$ cat config.mk
export PLATFORM = sky130hd
export DESIGN_NAME = piso_serializer
export DESIGN_NICKNAME = d
export VERILOG_FILES = /design/src/rtl/piso_serializer.sv
export SDC_FILE = /design/constraint.sdc
export NUM_CORES = 1
export LEC_CHECK = 0
export CELL_PAD_IN_SITES_DETAIL_PLACEMENT = 2
export CELL_PAD_IN_SITES_GLOBAL_PLACEMENT = 2
export CORE_MARGIN = 1.5
export CORE_UTILIZATION = 25
export DETAILED_ROUTE_END_ITERATION = 16
export GPL_TIMING_DRIVEN = 0
export PLACE_DENSITY_LB_ADDON = 0.1
export SETUP_SLACK_MARGIN = 0.4
export SYNTH_ARGS = -nofsm -noshare
export SYNTH_HDL_FRONTEND = slang
export SYNTH_SLANG_ARGS = --single-unit
$ cat constraint.sdc
create_clock -name clk -period 1.1 [get_ports clk]
set_input_delay 0.165 -clock clk [delete_from_list [all_inputs] [get_ports clk]]
set_output_delay 0.165 -clock clk [all_outputs]
set_load 0.02 [all_outputs]
$ cat src/rtl/piso_serializer.sv
// Parallel-in/serial-out shifter with valid/ready load and zero-gap back-to-back streaming.
// Optional even-parity trailer bit when PISO_PARITY_EN is defined.
module piso_serializer #(
    parameter int unsigned WIDTH     = 4,
    parameter int unsigned MSB_FIRST = 0
) (
    input  logic             clk,
    input  logic             reset,
    input  logic             load_valid_i,
    input  logic [WIDTH-1:0] load_data_i,
    output logic             load_ready_o,
    output logic             x_o,
    output logic             x_valid_o,
    output logic             last_o,
    output logic             busy_o
);

    localparam int unsigned CntW = $clog2(WIDTH + 1);

`ifdef PISO_PARITY_EN
    typedef enum logic [1:0] {StIdle, StShift, StParity} state_e;
`else
    typedef enum logic [1:0] {StIdle, StShift} state_e;
`endif

    state_e            state_q, state_d;
    logic [WIDTH-1:0]  sreg_q, sreg_d;
    logic [CntW-1:0]   cnt_q, cnt_d;
    logic              busy_q, busy_d;
    logic              fill;
    logic              accept;

    // Fill bit shifted in behind the data; with parity it arrives at the output after WIDTH shifts.
    function automatic logic [WIDTH-1:0] shift_word(input logic [WIDTH-1:0] v, input logic f);
        if (MSB_FIRST != 0) begin
            return {v[WIDTH-2:0], f};
        end else begin
            return {f, v[WIDTH-1:1]};
        end
    endfunction

`ifdef PISO_PARITY_EN
    logic par_q, par_d;
    assign fill   = par_q;
    assign last_o = (state_q == StParity);
`else
    assign fill   = 1'b0;
    assign last_o = (state_q == StShift) && (cnt_q == '0);
`endif

    assign load_ready_o = (state_q == StIdle) || last_o;
    assign accept       = load_valid_i && load_ready_o;
    assign x_o          = (MSB_FIRST != 0) ? sreg_q[WIDTH-1] : sreg_q[0];
    assign x_valid_o    = busy_q;
    assign busy_o       = busy_q;

    always_comb begin
        state_d = state_q;
        sreg_d  = sreg_q;
        cnt_d   = cnt_q;
`ifdef PISO_PARITY_EN
        par_d   = par_q;
`endif
        if (accept) begin
            state_d = StShift;
            sreg_d  = load_data_i;
            cnt_d   = CntW'(WIDTH - 1);
`ifdef PISO_PARITY_EN
            par_d   = ^load_data_i;
`endif
        end else begin
            unique case (state_q)
                StShift: begin
                    if (cnt_q == '0) begin
`ifdef PISO_PARITY_EN
                        state_d = StParity;
                        sreg_d  = shift_word(sreg_q, fill);
`else
                        state_d = StIdle;
                        sreg_d  = '0;
`endif
                    end else begin
                        cnt_d  = cnt_q - 1'b1;
                        sreg_d = shift_word(sreg_q, fill);
                    end
                end
`ifdef PISO_PARITY_EN
                StParity: begin
                    state_d = StIdle;
                    sreg_d  = '0;
                end
`endif
                default: begin
                    state_d = StIdle;
                    sreg_d  = '0;
                    cnt_d   = '0;
                end
            endcase
        end
        busy_d = (state_d != StIdle);
    end

    always_ff @(posedge clk or negedge reset) begin
        if (!reset) begin
            state_q <= StIdle;
            sreg_q  <= '0;
            cnt_q   <= '0;
            busy_q  <= 1'b0;
`ifdef PISO_PARITY_EN
            par_q   <= 1'b0;
`endif
        end else begin
            state_q <= state_d;
            sreg_q  <= sreg_d;
            cnt_q   <= cnt_d;
            busy_q  <= busy_d;
`ifdef PISO_PARITY_EN
            par_q   <= par_d;
`endif
        end
    end

endmodule

==> results of run 1 <==
[state kept, by name, indices dropped and copies added, names as in the netlist]
signal and cells:
sreg_q 4, cnt_q 3, busy_o 1, state_q 2
[per-layer routing]
layer,global-route usage [%],wire [um],vias to the layer above
met1,19.0,612,207
met5,0,0,-
met4,8.33,0,0
met2,20.8,619,11
met3,5.77,57,0
li1,-,-,200
[area by class of cell]
class,count,area [sq um]
multi-input combinational,32,280
sequential,10,251
tap,25,31.3
fill,195,967
buffer,4,37.5
inverter,2,7.51
timing repair buffer,17,163
clock buffer,4,26.3
[worst max-delay path, stage by stage (launching register included)]
cell and delay, ns:
sky130_fd_sc_hd__dfrtp_1 0.39, sky130_fd_sc_hd__inv_2 0.09, sky130_fd_sc_hd__ha_4 0.15, sky130_fd_sc_hd__nand2b_4 0.07, sky130_fd_sc_hd__buf_8 0.13, sky130_fd_sc_hd__nor2_4 0.07
sky130_fd_sc_hd__buf_6 0.11
[worst max path at each step]
stage | from | to | slack, ns
floorplan | cnt_q[0] | sreg_q[0] | -0.008
global placement | cnt_q[0] | last_o | -0.55
detailed placement | cnt_q[0] | last_o | -0.57
CTS | cnt_q[1] | last_o | -0.35
global route | cnt_q[1] | last_o | -0.41
finish | cnt_q[0] | last_o | -0.34
[per-stage QoR]
stage | utilization, % | cells
global placement | 37.0 | 83
detailed placement | 37.0 | 83
floorplan | - | 48
CTS | 43.0 | 91
finish | 45.2 | 94
global route | 45.2 | 94
[kinds of logic (layout without fill, tap and decap cells)]
family | Yosys count | after routing
other | 1 | 1
flip-flops | 10 | 10
adder cells (fa/ha/maj) | 2 | 2
AO/OA/AOI/OAI | 11 | 11
multiplexers | 1 | 1
AND/OR/NAND/NOR | 17 | 17
buffers and inverters | 6 | 27
[synth_stat cells]
cell	instances	area, sq um
sky130_fd_sc_hd__dfrtp_1	10	250
sky130_fd_sc_hd__a21oi_1	5	25.0
sky130_fd_sc_hd__nor2_1	5	18.8
sky130_fd_sc_hd__a21o_1	3	22.5
sky130_fd_sc_hd__nand2_1	3	11.3
sky130_fd_sc_hd__nand3_1	3	15.0
sky130_fd_sc_hd__a211oi_1	2	15.0
sky130_fd_sc_hd__ha_1	2	25.0
sky130_fd_sc_hd__inv_1	2	7.51
sky130_fd_sc_hd__nor3_1	2	10.0
sky130_fd_sc_hd__and2_1	1	6.26
sky130_fd_sc_hd__and3_1	1	6.26
sky130_fd_sc_hd__buf_2	1	5.00
sky130_fd_sc_hd__buf_4	1	7.51
sky130_fd_sc_hd__buf_6	1	11.3
sky130_fd_sc_hd__clkbuf_1	1	3.75
sky130_fd_sc_hd__conb_1	1	3.75
sky130_fd_sc_hd__mux2i_1	1	10.0
sky130_fd_sc_hd__nand2b_1	1	6.26
sky130_fd_sc_hd__nand2b_4	1	13.8
sky130_fd_sc_hd__o21bai_1	1	7.51
[where the power goes]
group          internal (mW)  switching, mW  leakage [nW]
clock                  0.140          0.135        0.0150
combinational          0.162          0.152         0.205
sequential             0.390         0.0178         0.129
[repair_timing]
item,in CTS,in global routing
gates resized for setup,38,3
hold buffers,0,0
endpoints found under the setup margin,14,14
buffers inserted,4,3
pin swaps,1,3
==> results summary, run 1 <==
The flow ran to the end, but the final reports show violations. The checks that failed: setup timing. The worst setup path is launched from a flip-flop.

In this run, synthesis produced a sequential element count of 10. The global-route wire length before repair is 2.11 mm. The antenna diode count is 0. In the synthesized netlist, the number of instances is 48. After synthesis, the largest family of logic cells by area is simple AND/OR/NAND/NOR gates. Summing over every cut layer, the via total after detailed routing is approximately 420.

The first-pass iteration count of the detailed router is 2. In this run the critical register-to-register path is captured at sreg_q[0]. The initial detailed-routing violation count is 6. Data on the critical path is required at its endpoint by 0.94 ns. The count of nets left with antenna violations once routing finished came out at 0.

IR analysis of the VDD net gives a maximum drop of 0.726 mV. The floorplan die area came out at approximately 0.0022 sq mm. Subtracting the final worst setup slack from the clock period gives between 1 and 1.5 ns. The maximum level of the CTS H-tree is 1. TritonCTS built the clock tree. The final count of hold timing violations is 0.

Each instance of the synthesized netlist takes up on average approximately 10 sq um. The max-capacitance violation count came out at 0. The via count of the first global-routing pass came out at 430.

The wire-length estimate of the detail-placed layout is approximately 800 um. The tree is rooted in a sky130_fd_sc_hd__clkbuf_4. Entering global routing, the biggest net connects 11 pins.

The kind of end point of the critical path is an output pin. The leading cell type in the layout, fill and taps excluded is sky130_fd_sc_hd__dfrtp_1. The number of clock buffers inserted by TritonCTS is 3.

The effective utilization at floorplan came out at a little over a quarter. The number of buffers added on ports is 10. The synthesized cell area came out at 482 sq um. The final critical-path share of the clock period is 131%. The mux cell area share after synthesis is approximately 2.1%. For this design the static power due to leakage is ~0.35 nW.

The total power per unit cell area is 1250 mW/mm^2. In this run the deepest clock path goes through 2 buffers. Of the cells placed in the final design, the portion with a size suffix greater than 1 is a little under half. The floorplan has 15 rows. The number of cell instances on the worst register-to-register path came out at 7. The worst setup path category is reg -> out. The sequential element share of the synthesized area is 51.9%. The number of max-slew violations in the final report was 0. In the final timing run, aggregate negative setup slack is -2.40 ns. The post-synthesis compound-gate area fraction came out at around 15%.

Static timing analysis puts the maximum clock frequency at between 600 and 700 MHz. The clock slew seen by the registers of the worst setup and hold paths came out at about 0.070 ns. The maximum fanout count along the critical path came out at 3. The post-place setup slack came out at -0.572 ns.

Of the total synthesized cell area, the portion taken by AND, OR, NAND and NOR gates is 18.2%. The total overflow left after global routing is 0. At the pin with the least slew margin, the transition time is roughly 0.55 ns.

The startpoint identified for the worst register-to-register timing path is cnt_q[0]. The path class of the tightest hold or removal check is in -> async. From synthesis to final layout, the design area changed by 65.5%. Once placement finished, the instance area stood at roughly 650 sq um. The width of the die came out at roughly 47 um. The I/O pin count is 12. Counting every sink on the clock net gives 10.

The placeable core region came out at ~0.0018 sq mm. The number of antenna violations at the first check in global routing is 0. For the worst setup path, the data arrival time is ~1.3 ns. The total DRC errors in the routed layout came out at 0. Setup repair after global routing could not meet its margin everywhere. The number of nets handed over by synthesis was 57.

The top cell types in the final layout, fill and taps aside, are 9 x sky130_fd_sc_hd__dfrtp_1, 7 x sky130_fd_sc_hd__buf_4, 7 x sky130_fd_sc_hd__buf_6, 5 x sky130_fd_sc_hd__clkdlybuf4s50_1, 4 x sky130_fd_sc_hd__nor2_1. Across all hold checks on the routed design, the worst slack comes to approximately 0.23 ns. The final net count is 79. In the routed layout, each cell is associated on average with a via count of around 4.4.

The synthesized netlist devotes 0% of its cell area to XOR and XNOR gates. Measured along the y axis, the die boundary spans 46.9 um. The total design power is between 0.9 and 1 mW.

The clock skew is roughly 0.0048 ns. The adder and majority gate portion of the synthesized area is under 10%. The number of setup violations in the final report came out at 10.

The final layout contains routed wiring with a total length of around 1.3 mm. The latest clock arrival within the worst-skew pair came out at 0.26 ns. The placer congestion estimate came out at between 0.6 and 0.7. Yosys printed 0 warnings. The post-route cell area is roughly 800 sq um. The number of distinct library cells after synthesis came out at 21. The slack of the worst reg-to-reg path is -0.27 ns.

The least setup slack across all paths after layout is -0.344 ns. Measured against its own limit, the worst slew margin works out to a little over three fifths. After detailed routing, the average wire length per cell comes to roughly 14 um. The all-layer global routing usage is roughly 15%.
Note: power is estimated with default switching activity, not from simulation.
==> run 2: changes to the inputs <==
CORE_MARGIN = default   (was 1.5)
GPL_TIMING_DRIVEN = 1   (was 0)
==> run 2 against run 1 <==
The run still ends with setup timing left. Clock-buffer cell count did not move. Die area fell by 4.2%. Utilization rose by 3.3 points. Register-to-register slack got worse by 0.05 ns. Sequential power barely moved. Cell count rose by 8.5%. Maximum frequency fell by 0.16%. Clock skew rose by 0.00075 ns. Critical path type unchanged. Critical endpoint is now load_ready_o.
==> results summary, run 2 (synthesis gave the netlist of run 1 again) <==
The area of placed instances is ~700 sq um. The finished layout holds a little over 100 standard cells, fillers aside. For the worst-skew pair, the clock arrives at the later sink with an insertion delay of between 0.2 and 0.3 ns. In the layout the commonest cells are 14 x sky130_fd_sc_hd__buf_4, 9 x sky130_fd_sc_hd__dfrtp_1, 9 x sky130_fd_sc_hd__buf_6, 6 x sky130_fd_sc_hd__clkdlybuf4s50_1, 4 x sky130_fd_sc_hd__nor2_1. The finished cells cover approximately 860 sq um. The via count of the first global-routing pass is 496. Once detail routing completed, the nets flagged for antenna violations numbered 0.

The clock skew is ~0.0055 ns. The detailed-route vias per instance came out at roughly 4.5. Setup repair after global routing could not meet its margin everywhere. The aggregate global routing overflow came out at 0. The first global-routing pass estimated about 2.3 mm of wire. The congestion estimate from routability-driven global placement came to ~0.73. The die is roughly 46 um tall. The critical path is of the reg -> out type. The maximum number of buffers from clock root to sink is 2. The initial detailed-routing violation count is 2. The core region is between 0.0015 and 0.002 sq mm. The maximum fanout count along the critical path came out at 4. For this run, design rule violations remaining after detail routing come to 0.

The number of buffers added on ports is 11. The largest net degree at the start of global routing is 10. The run finished, with violations left.

The data required time of the worst path is around 0.94 ns. The effective utilization at floorplan is 27.3%. The final net count came out at between 80 and 90. The number of clock buffers inserted by TritonCTS is 3. The share of layout cells above drive strength 1 came out at around half. The all-layer global routing usage is 16.7%. Counting every sink on the clock net gives 10. The maximum VDD drop came out at between 0.7 and 0.8 mV. The kind of end point of the critical path is an output pin. The width of the die is 45.9 um. sreg_q holds more flip-flops than any other register. The fraction of power spent switching nets is 31.0%.

The final routed wirelength across all metal layers is between 1.5 and 2 mm. The area growth from synthesis to layout came out at 77.7%. The shortest clock period the worst path allows after layout came out at about 1.4 ns. The share of total power in the clock network is between 20 and 30%. The clock slew seen by the registers of the worst setup and hold paths came out at approximately 0.080 ns.

Setup violations remaining at the end of the flow were counted as 11. Static timing analysis puts the maximum clock frequency at 691 MHz. The worst register-to-register path ends at cnt_q[2]. The fraction of power consumed by combinational cells is 33.2%. The leakage power summed over all cells is 0.387 nW. The net switching power is 0.322 mW. The leading cell type in the layout, fill and taps excluded is sky130_fd_sc_hd__buf_4.

The total via count in the routed design is 456. The number of flip-flops under the largest register name is 4. The slack of the worst reg-to-reg path came out at -0.32 ns. The type of the worst min-delay path is in -> async. The final reports fail on setup timing. The worst register-to-register path begins at cnt_q[1].

The final count of hold timing violations is 0. The largest registers in the layout are sreg_q: 4 flops, cnt_q: 3 flops, state_q: 2 flops. The final critical-path share of the clock period came out at 132%. The HPWL after detailed placement came out at 1.04 mm. Once placement completed, the tool counted placed cells totaling approximately 90.

The worst setup path is launched from a flip-flop. The number of antenna violations at the first check in global routing is 0. The relative contribution of sequential cells to total power is 39.0%. The buffer cell driving the clock tree root is sky130_fd_sc_hd__clkbuf_4. The number of placement rows came out at 15.

The internal power is 0.718 mW. The repair_antennas step left the layout with diodes totalling 0. The data arrival time of the worst path came out at 1.28 ns. The final routed wire length divided by cell count is 15.2 um. The die covers about 0.0021 sq mm. The first-pass iteration count of the detailed router came out at 3. The I/O pin count is 12. TritonCTS built the clock tree. CTS built an H-tree with a depth of 1. The tool flagged a number of max-cap violations equal to 0. The number of cell instances on the worst register-to-register path is 9. After layout, the worst setup slack is -0.347 ns. The number of max-slew violations in the final report is 0.

Dividing total power by cell area gives a power density of approximately 1200 mW/mm^2.
==> run 2: changes by cell type in the layout (fill, tap and decap cells not counted), moves of 2 or more <==
cell                     change
sky130_fd_sc_hd__buf_4       +7
sky130_fd_sc_hd__nor3_4      -2
sky130_fd_sc_hd__nor3_1      +2
sky130_fd_sc_hd__buf_6       +2
==> run 2: stage by stage <==
step / utilization, % / setup WS (ns) / TNS [ns] / power [mW] / hold WS [ns]
floorplan: - / -0.00752 / -0.0268 / 0.558 / -0.131
global placement: 39.6 / -0.468 / -1.92 / 0.643 / 0.352
detailed placement: 39.6 / -0.507 / -2.48 / 0.661 / 0.351
CTS: 46.0 / -0.326 / -2.11 / 1.01 / 0.0549
global route: 48.5 / -0.386 / -2.83 / 1.09 / 0.0592
finish: 48.5 / -0.347 / -2.28 / 1.04 / 0.0507
==> run 2: critical path: stages (launching register included) <==
cell                       delay (ns)
sky130_fd_sc_hd__dfrtp_1         0.40
sky130_fd_sc_hd__inv_2           0.09
sky130_fd_sc_hd__ha_4            0.15
sky130_fd_sc_hd__nand2b_4        0.09
sky130_fd_sc_hd__a21oi_4         0.15
sky130_fd_sc_hd__buf_6           0.13
==> run 2: how the worst max path moves through the flow <==
stage	startpoint	to	depth (start not counted)
after global routing	cnt_q[1]	load_ready_o	5
after global placement	cnt_q[0]	load_ready_o	5
after detailed placement	cnt_q[1]	load_ready_o	5
final	cnt_q[1]	load_ready_o	5
after CTS	cnt_q[1]	load_ready_o	5
after floorplan	cnt_q[0]	sreg_q[0]	6
==> run 2: repair_timing <==
| action | in CTS | in global routing |
|---|---|---|
| resized for setup | 38 | 4 |
| hold buffers | 0 | 0 |
| buffers inserted | 5 | 4 |
| pin swaps | 3 | 2 |
| setup endpoints to repair | 14 | 14 |
==> run 2: layout make-up <==
class | instances | area [sq um]
clock buffers | 4 | 26.3
fillers | 194 | 908
inverters | 2 | 7.51
multi-input cells | 32 | 273
flip-flops and latches | 10 | 251
well taps | 25 | 31.3
repair buffers | 29 | 267
==> run 2: power by group through the flow <==
| stage | registers, mW | logic, mW | clock network [mW] |
|---|---|---|---|
| 6_report | 0.405 | 0.345 | 0.290 |
| 5_1_grt | 0.408 | 0.373 | 0.312 |
| 4_1_cts | 0.406 | 0.310 | 0.290 |
| 3_5_place_dp | 0.412 | 0.249 | 0 |
| 3_3_place_gp | 0.409 | 0.234 | 0 |
| 2_1_floorplan | 0.416 | 0.142 | 0 |
==> run 2: routing by layer <==
metal	global-route usage (%)	share of wire, %
met1	19.4	42
met2	29.0	53
met3	3.57	3.9
met4	7.06	1.3
met5	0	0
